--- src/rtl/adder_result_collector.sv ---
// adder_result_collector: valid/ready result stage behind the pipelined adder part3.
// Define ADDER_SELF_CHECK_EN to build the golden-sum checker (out_err, err_count).
module adder_result_collector #(
    parameter int SIZE    = 16,
    parameter int LATENCY = 4,
    parameter int DEPTH   = 4
) (
    input  logic            clk,
    input  logic            rst,
    input  logic            in_valid,
    input  logic [SIZE-1:0] a,
    input  logic [SIZE-1:0] b,
    input  logic            cin,
    input  logic [SIZE-1:0] s,
    input  logic            cout,
    output logic            out_valid,
    input  logic            out_ready,
    output logic [SIZE:0]   out_sum,
    output logic [SIZE-1:0] out_a,
    output logic [SIZE-1:0] out_b,
    output logic            out_err,
    output logic            fifo_full,
    output logic [15:0]     drop_count,
    output logic [15:0]     err_count
);
    localparam int AW = $clog2(DEPTH);

    // Shadow of the adder pipeline: tells which s/cout belong to real operands.
    logic            sh_valid [LATENCY];
    logic [SIZE-1:0] sh_a     [LATENCY];
    logic [SIZE-1:0] sh_b     [LATENCY];

    always_ff @(posedge clk) begin
        if (rst) begin
            for (int unsigned k = 0; k < LATENCY; k++) sh_valid[k] <= 1'b0;
        end else begin
            sh_valid[0] <= in_valid;
            for (int unsigned k = 1; k < LATENCY; k++) sh_valid[k] <= sh_valid[k-1];
        end
    end

    always_ff @(posedge clk) begin
        sh_a[0] <= a;
        sh_b[0] <= b;
        for (int unsigned k = 1; k < LATENCY; k++) begin
            sh_a[k] <= sh_a[k-1];
            sh_b[k] <= sh_b[k-1];
        end
    end

    logic          cand;
    logic [SIZE:0] cand_sum;

`ifdef ADDER_SELF_CHECK_EN
    logic          sh_cin [LATENCY];
    logic [SIZE:0] gold;
    logic          cand_err;

    always_ff @(posedge clk) begin
        sh_cin[0] <= cin;
        for (int unsigned k = 1; k < LATENCY; k++) sh_cin[k] <= sh_cin[k-1];
    end

    always_comb begin
        gold     = {1'b0, sh_a[LATENCY-1]} + {1'b0, sh_b[LATENCY-1]}
                 + {{SIZE{1'b0}}, sh_cin[LATENCY-1]};
        cand_err = ({cout, s} != gold);
    end
`else
    logic unused_cin;
    assign unused_cin = cin;
`endif

    always_comb begin
        cand     = sh_valid[LATENCY-1];
        cand_sum = {cout, s};
    end

    // Result FIFO, first-word-fall-through
    logic [SIZE:0]   mem_sum [DEPTH];
    logic [SIZE-1:0] mem_a   [DEPTH];
    logic [SIZE-1:0] mem_b   [DEPTH];
`ifdef ADDER_SELF_CHECK_EN
    logic            mem_err [DEPTH];
`endif
    logic [AW-1:0]   wr_ptr;
    logic [AW-1:0]   rd_ptr;
    logic [AW:0]     count;
    logic            full;
    logic            not_empty;
    logic            pop;
    logic            push;

    always_comb begin
        full      = (count == (AW+1)'(DEPTH));
        not_empty = (count != '0);
        pop       = not_empty && out_ready;
        // The adder cannot stall, so a full FIFO only accepts when it frees a slot this edge.
        push      = cand && (!full || pop);
    end

    always_ff @(posedge clk) begin
        if (rst) begin
            wr_ptr <= '0;
            rd_ptr <= '0;
            count  <= '0;
        end else begin
            if (push) wr_ptr <= wr_ptr + AW'(1);
            if (pop)  rd_ptr <= rd_ptr + AW'(1);
            if (push && !pop)      count <= count + (AW+1)'(1);
            else if (pop && !push) count <= count - (AW+1)'(1);
        end
    end

    always_ff @(posedge clk) begin
        if (push) begin
            mem_sum[wr_ptr] <= cand_sum;
            mem_a[wr_ptr]   <= sh_a[LATENCY-1];
            mem_b[wr_ptr]   <= sh_b[LATENCY-1];
`ifdef ADDER_SELF_CHECK_EN
            mem_err[wr_ptr] <= cand_err;
`endif
        end
    end

    always_comb begin
        out_valid = not_empty;
        fifo_full = full;
        out_sum   = '0;
        out_a     = '0;
        out_b     = '0;
        out_err   = 1'b0;
        if (not_empty) begin
            out_sum = mem_sum[rd_ptr];
            out_a   = mem_a[rd_ptr];
            out_b   = mem_b[rd_ptr];
`ifdef ADDER_SELF_CHECK_EN
            out_err = mem_err[rd_ptr];
`endif
        end
    end

    always_ff @(posedge clk) begin
        if (rst) begin
            drop_count <= '0;
        end else if (cand && !push && (drop_count != '1)) begin
            drop_count <= drop_count + 16'd1;
        end
    end

`ifdef ADDER_SELF_CHECK_EN
    always_ff @(posedge clk) begin
        if (rst) begin
            err_count <= '0;
        end else if (push && cand_err && (err_count != '1)) begin
            err_count <= err_count + 16'd1;
        end
    end
`else
    always_comb err_count = '0;
`endif

endmodule

--- config.mk ---
export PLATFORM = sky130hd
export DESIGN_NAME = adder_result_collector
export DESIGN_NICKNAME = d
export VERILOG_FILES = /design/src/rtl/adder_result_collector.sv
export SDC_FILE = /design/constraint.sdc
export NUM_CORES = 1
export LEC_CHECK = 0
export CAP_MARGIN = 30
export CELL_PAD_IN_SITES_DETAIL_PLACEMENT = 0
export CELL_PAD_IN_SITES_GLOBAL_PLACEMENT = 2
export CORE_ASPECT_RATIO = 1.25
export CORE_UTILIZATION = 35
export DETAILED_ROUTE_END_ITERATION = 8
export GPL_TIMING_DRIVEN = 0
export PLACE_DENSITY_LB_ADDON = 0.25
export SETUP_SLACK_MARGIN = 0.2
export SYNTH_ARGS = -nofsm -noshare
export SYNTH_HDL_FRONTEND = slang
export SYNTH_SLANG_ARGS = --single-unit
--- constraint.sdc ---
create_clock -name clk -period 6.1 [get_ports clk]
set_input_delay 0.915 -clock clk [delete_from_list [all_inputs] [get_ports clk]]
set_output_delay 0.915 -clock clk [all_outputs]
set_load 0.1 [all_outputs]
=== Word-level counts from Yosys, hierarchy flattened ===
Memories as Yosys holds them, arrays and structs flattened. A register that Yosys moved wholly into a read port is not among the register bits.
Index checks and enable logic that the tools add are counted.

* Reduce and logical (&&, ||, !) cells: 12
* $add $sub $neg: 5
* Bitwise operators: 4
* Eq/ne operators: 2
* Multiplexer cells: 20

{| class="wikitable"
|+ Operators with widths
! operator !! count
|-
| 2-to-1 mux 16 bit || 2
|-
| 2-to-1 mux 17 bit || 1
|-
| adder 16 x 1 -> 16 bit, second input constant || 1
|-
| != test 16 bit, second input constant || 1
|-
| 2-to-1 mux 2 bit || 6
|-
| 2-to-1 mux 1 bit || 9
|-
| logical AND 1 bit || 6
|-
| 2-to-1 mux 3 bit || 2
|-
| adder 2 x 1 -> 2 bit, second input constant || 2
|-
| OR 1 bit || 4
|-
| adder 3 x 1 -> 3 bit, second input constant || 1
|-
| == test 3 bit, second input constant || 1
|-
| logical NOT 1 bit || 3
|-
| nonzero test 3 bit || 1
|-
| subtractor 3 x 1 -> 3 bit, second input constant || 1
|-
| nonzero test 2 bit || 1
|-
| logical OR 1 bit || 1
|}

* Memories kept: 6
* Input bits: 54
* Bits in registers: 23
* Output and inout bits: 84
* Logic and storage cells: 53
* Memory bits (writable): 328

{| class="wikitable"
|+ Memories
! memory !! words !! bits a word !! read ports !! clocked after Yosys merged registers in !! write ports !! line !! RTL
|-
| mem_sum || 4 || 17 || 1 || 1 || 1 || 80 || <nowiki>logic [SIZE:0] mem_sum [DEPTH];</nowiki>
|-
| mem_a || 4 || 16 || 1 || 1 || 1 || 81 || <nowiki>logic [SIZE-1:0] mem_a [DEPTH];</nowiki>
|-
| mem_b || 4 || 16 || 1 || 1 || 1 || 82 || <nowiki>logic [SIZE-1:0] mem_b [DEPTH];</nowiki>
|-
| sh_a || 4 || 16 || 4 || 0 || 4 || 30 || <nowiki>logic [SIZE-1:0] sh_a [LATENCY];</nowiki>
|-
| sh_b || 4 || 16 || 4 || 0 || 4 || 31 || <nowiki>logic [SIZE-1:0] sh_b [LATENCY];</nowiki>
|-
| sh_valid || 4 || 1 || 4 || 0 || 4 || 29 || <nowiki>logic sh_valid [LATENCY];</nowiki>
|}

=== Logic depth before layout (Yosys ltp) ===
Gate-level depths: netlist (run 1).

* Depth after elaboration: 8
* Gate-level depth with buffers: 9
* Depth with buffers taken out: 8

=== Least setup slack after synthesis (run 1) ===
No wires, ideal clock.

* Kind: flip-flop to output port
* Start point: reg count[0]
* End point: out out_sum[10]
* Buffers on the path: 2
* Required time: 5185 ps
* Slack: 2587 ps
* Data arrival time: 2598 ps
* Stages on the path, launching flop included: 5
* Cells stage by stage: dfxtp_1 -> or3_2 -> clkbuf_1 -> clkbuf_1 -> and2_1

* Word-level cells in the longest chain between the ends: 2

{| class="wikitable"
|+ RTL lines
! item !! line !! RTL
|-
| start, declared || 88 || <nowiki>logic [AW:0] count;</nowiki>
|-
| start signal, assigned || 110 || <nowiki>if (push && !pop) count <= count + (AW+1)'(1);</nowiki>
|-
| start signal, assigned || 111 || <nowiki>else if (pop && !push) count <= count - (AW+1)'(1);</nowiki>
|-
| nonzero test 3 bit || 96 || <nowiki>not_empty = (count != '0);</nowiki>
|-
| via out_valid || 16 || <nowiki>output logic out_valid,</nowiki>
|-
| 2-to-1 mux 17 bit || 133 || <nowiki>if (not_empty) begin</nowiki>
|-
| end, declared || 18 || <nowiki>output logic [SIZE:0] out_sum,</nowiki>
|}

The timed path passes the listed nets, and every way through them passes these cells.

==> results.toml, run 1 <==
[run_status]
outcome = "finished, violations left"
violations = "DRC"

[floorplanning]
coreArea_sq_um = 32590
start_util = 0.3543
die_h_um = 205.1
dieArea_sq_um = 33720
rows = 74
dieWidth_um = 164.5
num_io_pins = 138

[clocking]
hold_buffers = 0
cts.clk_slew.worst_paths_ns = 0.06
cts_tree = "yes"
cts.repair.resized = 0
cts_setup_buffers = 0
numCtsBuffers = 36
clock_sinks = 353
h-tree-depth = 2
cts.path.max_buffers = 3
clk_latency_ns = 0.52
clock-root-buffer = "clkbuf_16"

[sta]
hold_violations = 0
worstMarginPinSlew_ns = 1.045
drv_slew = 0
finalSetupViolations = 0
grt_setup_unrepaired = "no"
min_period_over_period = 0.7484
clock_skew_ns = 0.01795
fin_crit_ns = 4.565
whs_ns = 0.3128
slew_headroom = 0.3011
fmax_mhz = 219.1
setup_tns_ns = 0
setup_ws_ns = 1.535

[routing]
drtIter0Drc = 253
vias = 5520
wire_per_inst_um = 16.81
finalWirelength_um = 20820
drcViolationCount = 1
dr.pass1.iters = 6
drtAntennaViolNets = 0
viasPerCell = 4.455

[logic_synthesis]
synth-seq-cells = 353
yosysWarnings = 0
async_reset_ff_frac = 0
synth_area_sq_um = 11550
synth_area_leaders = "edfxtp_1, dfxtp_1, mux4_2"
yosysUniqueCellTypes = 48
synth_common_cells = "edfxtp_1, dfxtp_1, and2_1"
synth_mux_area_frac = 0.1051
synthSimpleGateAreaFrac = 0.06773
yosysTopAreaCellShare = 0.5098
synthCells = 617
synthXorXnorAreaFrac = 0.003793
synth_most_common_cell = "edfxtp_1"
synth_edf_count = 196
synthAdderAreaFrac = 0.008236
synth_compound_area_frac = 0.01235
syn_area_per_cell_sq_um = 18.71
synth_top_flop_cell = "edfxtp_1"
synth_top_family_by_area = "multiplexers"
ys_seq_area_frac = 0.7820
synth_top_area_cell = "edfxtp_1"

[place]
gp_congestion = 0.7408
dp_hpwl_um = 12320
placedCellCount = 1172
portBuffers = 118
dp_slack_ns = 1.969

[worst_setup_path]
path_class = "flip-flop to output port"
critPathLaunchType = "flip-flop"
crit_fanout = 10
r2r_start = "count[0]"
cp_data_arrival_time_ns = 3.65
cp.required_ns = 5.18
end_kind = "output port"

[cells_and_area]
fin_cells = 1239
nNetsFinal = 854
diodes = 0
drive_above_1_share = 0.1803
area_delta_synth_final_pct = 26.18

[hold_path]
worstHoldPathType = "flip-flop to flip-flop"
worstHoldStart = "sh_b[2][12]"

[global_routing]
gr-total-overflow = 0
first_global_vias = 6036
grt_pass1_wl_um = 32200
antenna_found_initial = 0
grt_use_total = 0.1272
grt_max_degree = 50

[flow_run]
maxCapViolCount = 0

[power_and_ir_drop]
peakVddDrop_v = 0.0005719
p_leak_nw = 5.034
power_density_nw_per_um2 = 535.5
-- layout by cell type, fill, tap and decap left out, types with 6 or more instances in the layout --
master	instances
mux4_2	49
nand2_1	7
buf_2	6
nand3_1	6
clkdlybuf4s50_1	118
ha_1	6
clkbuf_1	25
conb_1	17
and2_1	50
dfxtp_1	157
nor2_1	16
mux2_2	7
edfxtp_1	196
nor2b_1	12
a21oi_1	12
buf_4	17
clkbuf_16	37
clkinv_2	8
-- worst max-delay path, cell delays in order (launching register included) --
cell	delay, ns
dfxtp_1	0.40
clkbuf_1	0.56
clkbuf_1	0.58
mux4_2	0.32
and2_1	0.14
clkdlybuf4s50_1	1.13
-- flip-flops by register name, summed over array words and instances, names as in the netlist, named ones only --
name and cells:
count 3, drop_count 16, mem_a 64, mem_b 64, mem_sum 68, rd_ptr 2, sh_a 64, sh_b 64
sh_valid 4, wr_ptr 2
-- area by class of cell --
cell class / count / area [sq um]
plain buffers: 40 / 221.5
fillers: 2844 / 18020
well taps: 418 / 523.0
inverters: 4 / 15.01
flip-flops and latches: 353 / 9029
repair buffers: 122 / 1291
clock inverters: 17 / 122.6
multi-input cells: 236 / 2356
clock buffers: 49 / 1011
-- kinds of logic (layout without fill, tap and decap cells) --
family / count (synthesis) / count (layout)
flops: 353 / 353
simple gates: 124 / 124
mux: 59 / 59
buf+inv: 44 / 232
compound gates: 24 / 24
fa+ha+maj: 7 / 7
xor+xnor: 5 / 5
other cells: 1 / 17
-- stage by stage --
step	instance area (sq um)	total power, mW	utilization
floorplan	11610	4.992	-
global placement	13310	5.695	0.4084
detailed placement	13410	5.788	0.4114
CTS	14540	7.907	0.4462
global route	14570	8.120	0.4470
finish	14570	7.802	0.4470
-- where the power goes --
| part | internal (mW) | switching [mW] |
|---|---|---|
| logic | 0.846 | 2.26 |
| clock network | 1.21 | 0.872 |
| registers | 2.58 | 0.0387 |
| total | 4.63 | 3.17 |
-- final timing paths --
path | end | cells past startpoint | slack, ns
setup reg to reg | count[2] | 9 | 3.43
hold / removal | sh_b[3][12] | 0 | 0.31
hold reg to reg | sh_b[3][12] | 0 | 0.31
setup / recovery | out_sum[14] | 5 | 1.54
-- routing by layer --
metal	GRT usage	wire, um	share of wire
met5	0	0	0
met2	0.2247	10630	0.51
met1	0.1443	8383	0.40
met3	0.03705	1415	0.068
met4	0.04718	398	0.019
Power figures use the tool's default switching activity.
==> run 2: changes to the inputs <==
==> constraint.sdc (replaced) <==
create_clock -name clk -period 3.9 [get_ports clk]
set_input_delay 0.585 -clock clk [delete_from_list [all_inputs] [get_ports clk]]
set_output_delay 0.585 -clock clk [all_outputs]
set_load 0.1 [all_outputs]
==> run 2 against run 1 <==
  * The run still ends with DRC left
  * Global-route usage about the same
  * Sequential share of layout area rose by 0.31 points
  * Clock skew barely moved
  * Via count down 0.40%
  * Clock power is 57% higher
  * Sequential power rose by 56%
  * Wire length barely moved
  * Largest cell class unchanged
  * Highest routed layer unchanged
==> results.toml, run 2 (synthesis gave the netlist of run 1 again) <==
[run_status]
outcome = "finished, violations left"
violations = "DRC"

[worst_setup_path]
crit_fanout = 10
cp_cell_sequence = "clkbuf_2 > clkbuf_1 > mux4_2 > and2_1 > clkdlybuf4s15_2"
crit_slowest_cell = "clkbuf_1"
crit_buf_inv = 3
cp_data_arrival_time_ns = 2.86
critPathLaunchType = "flip-flop"
crit_family = "buffers and inverters"
slowest_delay_ns = 0.56
cp.required_ns = 3.31
end_kind = "output port"
path_class = "flip-flop to output port"

[sta]
slew_headroom = 0.3252
min_period_over_period = 0.8827
hold_violations = 0
grt_setup_unrepaired = "no"
fin_crit_ns = 3.442
clock_skew_ns = 0.01773
worstMarginPinSlew_ns = 1.009
finalSetupViolations = 0
fmax_mhz = 290.5
drv_slew = 0
setup_tns_ns = 0

[cells_and_area]
final_util = 0.4448
regMostFlops = "mem_sum"
layout_commonest_cell = "edfxtp_1"
diodes = 0
multi_input_area_sq_um = 2356
drive_above_1_share = 0.2259
regArea_sq_um = 9029
most-common-layout-cells = "edfxtp_1, dfxtp_1, clkdlybuf4s50_1"
largest_reg_flops = 68
fillCellCount = 2863
area_delta_synth_final_pct = 25.55
nNetsFinal = 852
fin_cells = 1237

[hold_path]
worstHoldPathType = "flip-flop to flip-flop"

[routing]
drtAntennaViolNets = 0
finalWirelength_um = 20840
vias = 5498
viasPerCell = 4.445
drcViolationCount = 1
drtIter0Drc = 289
dr.pass1.iters = 6
wire_per_inst_um = 16.84

[global_routing]
gr-total-overflow = 0
grt_max_degree = 50
first_global_vias = 6024
antenna_found_initial = 0
grt_use_total = 0.1272
grt_pass1_wl_um = 32170

[power_and_ir_drop]
peakVddDrop_v = 0.0008303
clkPwrFrac = 0.272
p_int_mw = 7.024
power_density_nw_per_um2 = 825.5
p_comb_frac = 0.386
sw_frac_of_total = 0.4130
p_total_mw = 11.97
p_leak_nw = 5.086
switchingPower_mw = 4.942
seqPwrFrac = 0.342

[floorplanning]
num_io_pins = 138
die_h_um = 205.1
dieWidth_um = 164.5
start_util = 0.3543
coreArea_sq_um = 32590
rows = 74
dieArea_sq_um = 33720

[clocking]
cts.path.max_buffers = 3
cts_setup_buffers = 0
numCtsBuffers = 36
cts_tree = "yes"
cts.clk_slew.worst_paths_ns = 0.06
clk_latency_ns = 0.52
clock_sinks = 353
h-tree-depth = 2
clock-root-buffer = "clkbuf_16"

[place]
placedCellCount = 1172
gp_congestion = 0.7408
portBuffers = 118
dp_hpwl_um = 12320

[flow_run]
maxCapViolCount = 0
[run 2: area by class of cell]
type	count	share of cell area
sequential	353	0.6228
multi-input combinational	236	0.1625
timing repair buffer	121	0.08389
clock buffer	49	0.06974
tap	418	0.03608
buffer	39	0.01545
clock inverter	17	0.008459
inverter	4	0.001036
[run 2: worst paths after layout]
path	from	to	slack, ns	cells past startpoint
worst min-delay path	sh_b[2][12]	sh_b[3][12]	0.31	0
worst min register to register	sh_b[2][12]	sh_b[3][12]	0.31	0
worst max register to register	count[0]	count[2]	1.36	8
worst max-delay path	flip-flop	out_sum[12]	0.46	5
[run 2: power by group through the flow]
stage	sequential, mW	clock (mW)	combinational, mW
6_report	4.09	3.26	4.62
3_5_place_dp	4.17	0	4.88
5_1_grt	4.10	3.52	4.84
4_1_cts	4.09	3.39	4.74
2_1_floorplan	4.15	0	3.65
3_3_place_gp	4.17	0	4.74
[run 2: per-stage QoR]
step	worst slack, ns	hold WS, ns	instance area (sq um)
after floorplan	0.7175	0.3096	11610
after global routing	0.2648	0.3257	14500
after detailed placement	0.09862	0.3121	13410
final	0.4576	0.3132	14500
after global placement	0.1187	0.3102	13310
after CTS	0.2050	0.3183	14560
[run 2: metal layers]
layer	part of all wire	up-vias	global-route usage
met3	0.073	32	0.03705
li1	-	2623	-
met2	0.51	159	0.2244
met5	0	-	0
met1	0.40	2684	0.1443
met4	0.019	0	0.04718
[run 2: worst reg2reg max path, delay by kind of cell, from the launching register on]
family	cells	cell delay, ns
simple gates	3	1.12
compound gates	1	0.16
flops	1	0.37
fa+ha+maj	2	0.58
xor+xnor	1	0.18
buf+inv	1	0.07
[run 2: what timing repair did]
item,in CTS,in global routing
endpoints found under the setup margin,47,23
hold buffers,0,0
resized for setup,107,18
hold endpoints to repair,0,0
==> run 3: changes to the inputs <==
==> constraint.sdc (replaced) <==
create_clock -name clk -period 3.91 [get_ports clk]
set_input_delay 0.5865 -clock clk [delete_from_list [all_inputs] [get_ports clk]]
set_output_delay 0.5865 -clock clk [all_outputs]
set_load 0.1 [all_outputs]
==> run 3 against run 2 <==
  * The flow still finishes with violations (DRC)
  * Critical path type unchanged
  * Sequential share of layout area is essentially flat
  * Flip-flop and latch count is the same
  * Critical path depth grew 1
  * Core utilization is essentially flat
  * Largest power group unchanged
  * Largest cell class unchanged
  * Register-to-register slack is essentially flat
  * Cell count is the same
  * Via count grew 0.15%
==> results.toml, run 3 (synthesis gave the netlist of run 1 again) <==
[cells_and_area]
layout_commonest_cell = "edfxtp_1"
regArea_sq_um = 9029
area_delta_synth_final_pct = 25.48
regMostFlops = "mem_sum"
multi_input_area_sq_um = 2356
nNetsFinal = 852
drive_above_1_share = 0.2259
largest_reg_flops = 68
final_util = 0.4445
most-common-layout-cells = "edfxtp_1, dfxtp_1, clkdlybuf4s50_1"
fillCellCount = 2865
diodes = 0

[clocking]
cts.clk_slew.worst_paths_ns = 0.06
numCtsBuffers = 36
cts.path.max_buffers = 3
cts_tree = "yes"
cts_setup_buffers = 0
h-tree-depth = 2
clock_sinks = 353
clock-root-buffer = "clkbuf_16"
clk_latency_ns = 0.52

[routing]
vias = 5506
viasPerCell = 4.451
drtAntennaViolNets = 0
dr.pass1.iters = 6
drtIter0Drc = 289
finalWirelength_um = 20850
wire_per_inst_um = 16.86
drcViolationCount = 1

[sta]
whs_ns = 0.3132
slew_headroom = 0.3232
setup_tns_ns = 0
worstMarginPinSlew_ns = 1.007
min_period_over_period = 0.8873
drv_slew = 0
clock_skew_ns = 0.01773
hold_violations = 0
fmax_mhz = 288.2
fin_crit_ns = 3.469
grt_setup_unrepaired = "no"
finalSetupViolations = 0

[worst_setup_path]
cp_cell_sequence = "clkbuf_1 > buf_2 > buf_4 > mux4_2 > and2_1 > clkdlybuf4s15_2"
path_class = "flip-flop to output port"
end_kind = "output port"
cp_data_arrival_time_ns = 2.88
cp.required_ns = 3.32
crit_fanout = 10
slowest_delay_ns = 0.54
crit_slowest_cell = "mux4_2"
critPathLaunchType = "flip-flop"

[floorplanning]
start_util = 0.3543
dieArea_sq_um = 33720
coreArea_sq_um = 32590
die_h_um = 205.1
rows = 74
dieWidth_um = 164.5
num_io_pins = 138

[place]
gp_congestion = 0.7408
portBuffers = 118
dp_hpwl_um = 12320

[flow_run]
maxCapViolCount = 0

[power_and_ir_drop]
power_density_nw_per_um2 = 823.4
peakVddDrop_v = 0.0008281
p_leak_nw = 5.086
p_total_mw = 11.93

[global_routing]
grt_max_degree = 50
antenna_found_initial = 0
grt_pass1_wl_um = 32170
first_global_vias = 6024
gr-total-overflow = 0
grt_use_total = 0.1272

[hold_path]
worstHoldPathType = "flip-flop to flip-flop"

[run_status]
violations = "DRC"
outcome = "finished, violations left"
[run 3: final cells by class]
type                    count  area share
multi-input cells         236      0.1626
flip-flops and latches    353      0.6232
clock buffers              49     0.06978
repair buffers            121     0.08351
plain buffers              39     0.01529
inverters                   4    0.001036
clock inverters            17    0.008464
well taps                 418     0.03610
[run 3: worst paths after layout]
kind                                  start           to  slack (ns)  depth (start not counted)
worst min register to register  sh_b[2][12]  sh_b[3][12]        0.31                          0
worst max-delay path              flip-flop  out_sum[12]        0.44                          6
worst max register to register     count[0]     count[2]        1.37                          8
worst min-delay path            sh_b[2][12]  sh_b[3][12]        0.31                          0
[run 3: where the power goes]
part	internal, mW	switching [mW]	total, mW
Sequential	4.02	0.0605	4.08
Clock	1.89	1.36	3.25
Combinational	1.09	3.51	4.60
[run 3: worst max-delay path: cells and delay by family (launching register included)]
family / cells / cell delay [ns]
flip-flops: 1 / 0.30
multiplexers: 1 / 0.54
buffers and inverters: 4 / 1.35
AND/OR/NAND/NOR: 1 / 0.17
[run 3: metrics by stage]
stage | instances | cell area (sq um) | worst slack (ns)
floorplan | 633 | 11610 | 0.7260
global placement | 1169 | 13310 | 0.1272
detailed placement | 1172 | 13410 | 0.1071
CTS | 1238 | 14550 | 0.2003
global route | 1237 | 14490 | 0.2011
finish | 1237 | 14490 | 0.4406
[run 3: timing repair]
action | 4_1_cts | 5_1_grt
setup endpoints to repair | 47 | 19
hold buffers | 0 | 0
endpoints found under the hold margin | 0 | 0
gates resized for setup | 103 | 21
[run 3: per-layer routing]
layer | part of all wire | up-vias | track usage
li1 | - | 2623 | -
met1 | 0.40 | 2690 | 0.1443
met2 | 0.51 | 161 | 0.2244
met3 | 0.073 | 32 | 0.03705
met4 | 0.019 | 0 | 0.04718
met5 | 0 | - | 0
==> edit 1: new RTL, flow settings as in run 2 <==
Build with the macro `ADDER_SELF_CHECK_EN` defined.
--- a/src/rtl/adder_result_collector.sv
+++ b/src/rtl/adder_result_collector.sv
@@ -1,5 +1,7 @@
 // adder_result_collector: valid/ready result stage behind the pipelined adder part3.
 // Define ADDER_SELF_CHECK_EN to build the golden-sum checker (out_err, err_count).
+`define ADDER_SELF_CHECK_EN
+
 module adder_result_collector #(
     parameter int SIZE    = 16,
     parameter int LATENCY = 4,
Check against the original RTL: not equivalent (a bounded check fails within 10 cycles, from zero or initial values and one cycle with rst high).
==> edit 1 against run 2 <==
  * Setup slack lost 0.46 ns
  * Synthesized cell count rose by 40%
  * Sequential cell count grew 24
  * Final cell count is 27% higher
  * Non-clock buffer count up 15
  * Die area up 17%
  * Worst hold slack better by 0.0061 ns
  * The run ends with setup timing left
  * Cell area up 17%
  * Register-to-register slack worse by 1.4 ns
  * Wire length rose by 35%
  * Synthesized area is 17% higher
  * Total power is 5.6% higher
  * Count of clock-buffer cells in the layout rose by 9
  * Sequential power rose by 6.4%
==> edit 1: results (changes against run 2) <==
Avg Inst Size Synth=15.6 um^2 (-16%); Synth top cells by count=edfxtp_1, dfxtp_1, and2_1, nor2_1, mux4_2; clock slew at reported path FFs=0.06 ns (about the same); Post-synth EDFFs=200 (+2.0%); Placer Congestion=0.835 (+13%); sequential cell area fraction in the yosys report=0.706 (-0.0761); WP data arrival=4.31 ns (+1.45 ns); setup TNS=-0.000679 ns (-0.000679 ns); Leak=5.84 nW (+15%); largest net degree at the start of global routing=51 (+2.0%); vias in the first global route=7,784 (+29%); first-pass GRT wire length=43.5 mm (+35%); antenna cell count=0 (unchanged); Clk Latency, worst-skew pair=0.53 ns; hold path endpoint=sh_b[2][11]; critical path peak fanout=7 (-3); WL final=28.2 mm (+35%); RR Startpoint=sh_a[3][7]; Hold WS=0.319 ns (+0.00608 ns); placed insts=1,494 (+27%); vias=7,408 (+35%); 1st-iter DRT viols=254 (-12%); peak supply drop=654 uV (-21%); drt pass-1 iters=5 (-1); Worst Tran Pin Value=0.976 ns (-0.0330 ns); HPWL Detailed=18.8 mm (+53%); worst flop-to-flop path endpoint=err_count[0]; Most flops, register=mem_sum; share of layout cells above drive strength 1=0.196 (-0.0303); Sw Pwr=5.09 mW (+3.0%); slack of the critical path=-0.000679 ns (-0.458 ns); Clock Path Buffers=3 (unchanged); outcome=finished with violations; Post-DP Area=0.0155 mm^2 (+16%); Final Non-Filler Cells=1,576 (+27%); count of input and output buffers=136 (+15%); gr usage total=0.147 (+0.0194); synth top area cells=edfxtp_1, dfxtp_1, mux4_2; ys async rst share=0 (unchanged); clock buffer count from CTS=40 (+11%); final setup violation count=1 (+1); failing checks=setup timing; Min-Delay Startpoint=sh_b[1][11]; synth unique cells=58 (+21%); max reg flops=68 (unchanged); Clock Skews=0.0122 ns (-0.00557 ns); depth of the worst register-to-register path=12 (+4); Placement Setup Slack=-0.613 ns (-0.711 ns); nets=1,132 (+33%)
[edit 1: cell type report]
cell class,instances,area (um^2)
well taps,492,616
clock buffers,58,1140
repair buffers,146,1510
plain buffers,29,123
inverters,16,62.6
clock inverters,15,129
fillers,3408,21100
flip-flops and latches,377,9560
multi-input cells,443,3880
[edit 1: worst max-delay path, cell delays in order, from the launching register on]
cell,delay (ns)
dfxtp_1,0.44
ha_1,0.27
clkbuf_1,0.19
a21oi_1,0.46
o211ai_1,0.28
nand4_1,0.21
o311ai_0,0.13
or4_1,0.43
or4b_4,0.51
nor3_4,0.25
buf_6,0.22
nor2_4,0.06
mux2_4,0.30
[edit 1: how the worst max path moves through the flow]
stage / slack, ns / endpoint / from / cells past startpoint
3_5_place_dp: -0.61 / err_count[12] / s[15] / 11
3_3_place_gp: -0.67 / err_count[12] / s[15] / 11
2_1_floorplan: 0.19 / err_count[8] / sh_b[3][0] / 14
6_report: -0.0007 / err_count[0] / sh_a[3][7] / 12
5_1_grt: -0.16 / err_count[0] / sh_b[3][0] / 14
4_1_cts: -0.009 / err_count[7] / sh_b[3][0] / 14
[edit 1: power groups by stage]
stage                     combinational [mW]  sequential [mW]  clock [mW]
after global routing                    4.90             4.36        3.86
after detailed placement                4.84             4.44           0
after CTS                               4.77             4.35        3.71
after global placement                  4.85             4.43           0
after floorplan                         3.66             4.41           0
final                                   4.68             4.35        3.60
[edit 1: cells by family (layout without fill, tap and decap cells)]
logic type | count (synthesis) | after routing | share of synthesized area
xor+xnor | 40 | 40 | 0.0270
compound gates | 72 | 72 | 0.0348
buf+inv | 45 | 264 | 0.0130
simple gates | 240 | 240 | 0.0969
flops | 377 | 377 | 0.706
mux | 66 | 66 | 0.0976
fa+ha+maj | 25 | 25 | 0.0248
[edit 1: timing repair]
| action | in CTS | in global routing |
|---|---|---|
| cloned | 0 | 0 |
| setup buffers | 8 | 1 |
| setup endpoints to repair | 67 | 17 |
| pin swaps | 12 | 11 |
| hold endpoints to repair | 0 | 0 |
| resized for setup | 169 | 9 |
[edit 1: routing by layer]
metal / vias to the layer above / global-route usage / share of wire
met1: 3624 / 0.176 / 0.42
met2: 154 / 0.266 / 0.52
met4: 0 / 0.0408 / 0.021
met5: - / 0 / 0
li1: 3585 / - / -
met3: 45 / 0.0254 / 0.036
==> edit 2: new RTL, flow settings as in run 2 <==
Without the edit above. Put one more register stage on the output `drop_count`. The value now appears one clock later. The other outputs are not delayed to match.
--- a/src/rtl/adder_result_collector.sv
+++ b/src/rtl/adder_result_collector.sv
@@ -24,6 +24,8 @@
     output logic [15:0]     err_count
 );
     localparam int AW = $clog2(DEPTH);
+
+    logic [15:0] drop_count_s0;
 
     // Shadow of the adder pipeline: tells which s/cout belong to real operands.
     logic            sh_valid [LATENCY];
@@ -142,9 +144,9 @@
 
     always_ff @(posedge clk) begin
         if (rst) begin
-            drop_count <= '0;
-        end else if (cand && !push && (drop_count != '1)) begin
-            drop_count <= drop_count + 16'd1;
+            drop_count_s0 <= '0;
+        end else if (cand && !push && (drop_count_s0 != '1)) begin
+            drop_count_s0 <= drop_count_s0 + 16'd1;
         end
     end
 
@@ -160,5 +162,9 @@
     always_comb err_count = '0;
 `endif
 
+    always_ff @(posedge clk) begin
+        drop_count <= drop_count_s0;
+    end
+
 endmodule
 
Behaviour: not the same (Yosys sat finds a counterexample within 10 cycles, from zero or initial values and one cycle with rst high).
==> edit 2 against run 2 <==
  * Wire length grew 2.0%
  * Total power grew 3.9%
  * Combinational power shrank 1%
  * Via count grew 3.3%
  * Clock power grew 11%
  * Non-clock buffer count grew 1
  * Synthesized area grew 2.8%
  * Die area grew 2.7%
  * Sequential cell count grew 16
  * Setup slack lost 0.060 ns
  * Cell area grew 2.5%
  * Fmax shrank 1.7%
  * Critical path type unchanged
==> edit 2: results (changes against run 2) <==
outcome=complete, no violations; Clock Path Buffers=3 (unchanged); Layout area overhead=25.3%; critical path peak fanout=10 (unchanged); first-pass GRT wire length=33.7 mm (+4.8%); Ys Warns=0 (unchanged); clock slew at reported path FFs=0.06 ns (about the same); 1st-iter DRT viols=246 (-15%); fill count=2,918 (+1.9%); CTS H-tree lvls=2 (unchanged); Post-synth EDFFs=196 (unchanged); nets=870 (+2.1%); share of layout cells above drive strength 1=0.230 (+0.00443); WL/cell=16.8 um (about the same); synth unique cells=48 (unchanged); count of input and output buffers=118 (unchanged); sequential cell area fraction in the yosys report=0.788 (+0.00589); Clock Skews=0.0152 ns (-0.00249 ns); drt pass-1 iters=5 (-1); Post-DP Area=0.0137 mm^2 (+2.2%); gr usage total=0.127 (-0.000350); Vias/cell=4.50 (+1.3%); largest net degree at the start of global routing=50 (unchanged); Synth top cells by count=edfxtp_1, dfxtp_1, and2_1, mux4_2; ys async rst share=0 (unchanged); HP Class=reg -> reg; Worst Tran Pin Value=0.991 ns (-0.0178 ns); Placer Congestion=0.725 (-2.1%); HPWL Detailed=12.6 mm (+2.2%); initial antenna violation count=0 (unchanged); Leak=5.27 nW (+3.6%); clock buffer count from CTS=37 (+2.8%); synth top area cells=edfxtp_1, dfxtp_1, mux4_2; vias in the first global route=6,152 (+2.1%); peak supply drop=386 uV (-53%); root buffer cell=clkbuf_16
-- edit 2: cell count changes after synthesis, sizes merged --
cell,run 2,this run
dfxtp,157,173
-- edit 2: timing repair --
action | 4_1_cts | 5_1_grt
gates cloned | 0 | 0
setup endpoints to repair | 47 | 42
pin swaps | 0 | 0
gates resized for setup | 72 | 69
buffers inserted | 0 | 0
-- edit 2: critical path: stages, from the launching register on --
cell	delay, ns
dfxtp_1	0.41
clkbuf_1	0.57
clkbuf_2	0.42
mux4_2	0.36
and2_1	0.17
clkdlybuf4s15_2	0.46
-- edit 2: cells by family (layout without fill, tap and decap cells) --
family,after synthesis,after routing,share of synthesized area
buffers and inverters,44,233,0.0199
AOI/OAI and AO/OA,24,24,0.0120
DFF,369,369,0.788
other,1,17,0.000316
xor gates and xnor gates,5,5,0.00369
muxes,59,59,0.102
adders and majority gates,7,7,0.00801
and+or+nand+nor,124,124,0.0659
-- edit 2: final cells by class --
cell class,instances,area share
Tap cell,423,0.0356
Timing Repair Buffer,121,0.0749
Clock buffer,51,0.0727
Multi-Input combinational cell,236,0.159
Inverter,4,0.00101
Clock inverter,17,0.0130
Buffer,40,0.0153
Sequential cell,369,0.629
-- edit 2: layer usage --
metal / GRT usage / vias up / share of wire
li1: - / 2674 / -
met1: 0.145 / 2837 / 0.40
met2: 0.231 / 138 / 0.53
met3: 0.0318 / 31 / 0.050
met4: 0.0409 / 0 / 0.021
met5: 0 / - / 0
-- edit 2: path summary, 6_finish.rpt --
kind / from / endpoint / slack [ns] / cells past startpoint
max reg2reg: count[0] / count[2] / 1.35 / 9
min reg2reg: sh_a[2][10] / sh_a[3][10] / 0.32 / 0
min: sh_a[2][10] / sh_a[3][10] / 0.32 / 0
max: register / out_sum[9] / 0.40 / 5
-- edit 2: through the flow --
stage | hold slack [ns] | power (mW) | std cells | setup WS (ns)
floorplan | 0.310 | 7.98 | 649 | 0.717
global placement | 0.310 | 9.08 | 1190 | 0.0669
detailed placement | 0.312 | 9.20 | 1192 | 0.0563
CTS | 0.320 | 12.6 | 1260 | 0.204
global route | 0.327 | 12.9 | 1261 | 0.200
finish | 0.321 | 12.4 | 1261 | 0.398
-- edit 2: power breakdown --
part / switching (mW) / leakage, nW / internal, mW / total [mW]
Combinational: 3.54 / 1.44 / 1.02 / 4.56
Sequential: 0.0598 / 3.21 / 4.20 / 4.25
Clock: 1.41 / 0.617 / 2.21 / 3.62
Total: 5.01 / 5.27 / 7.43 / 12.4
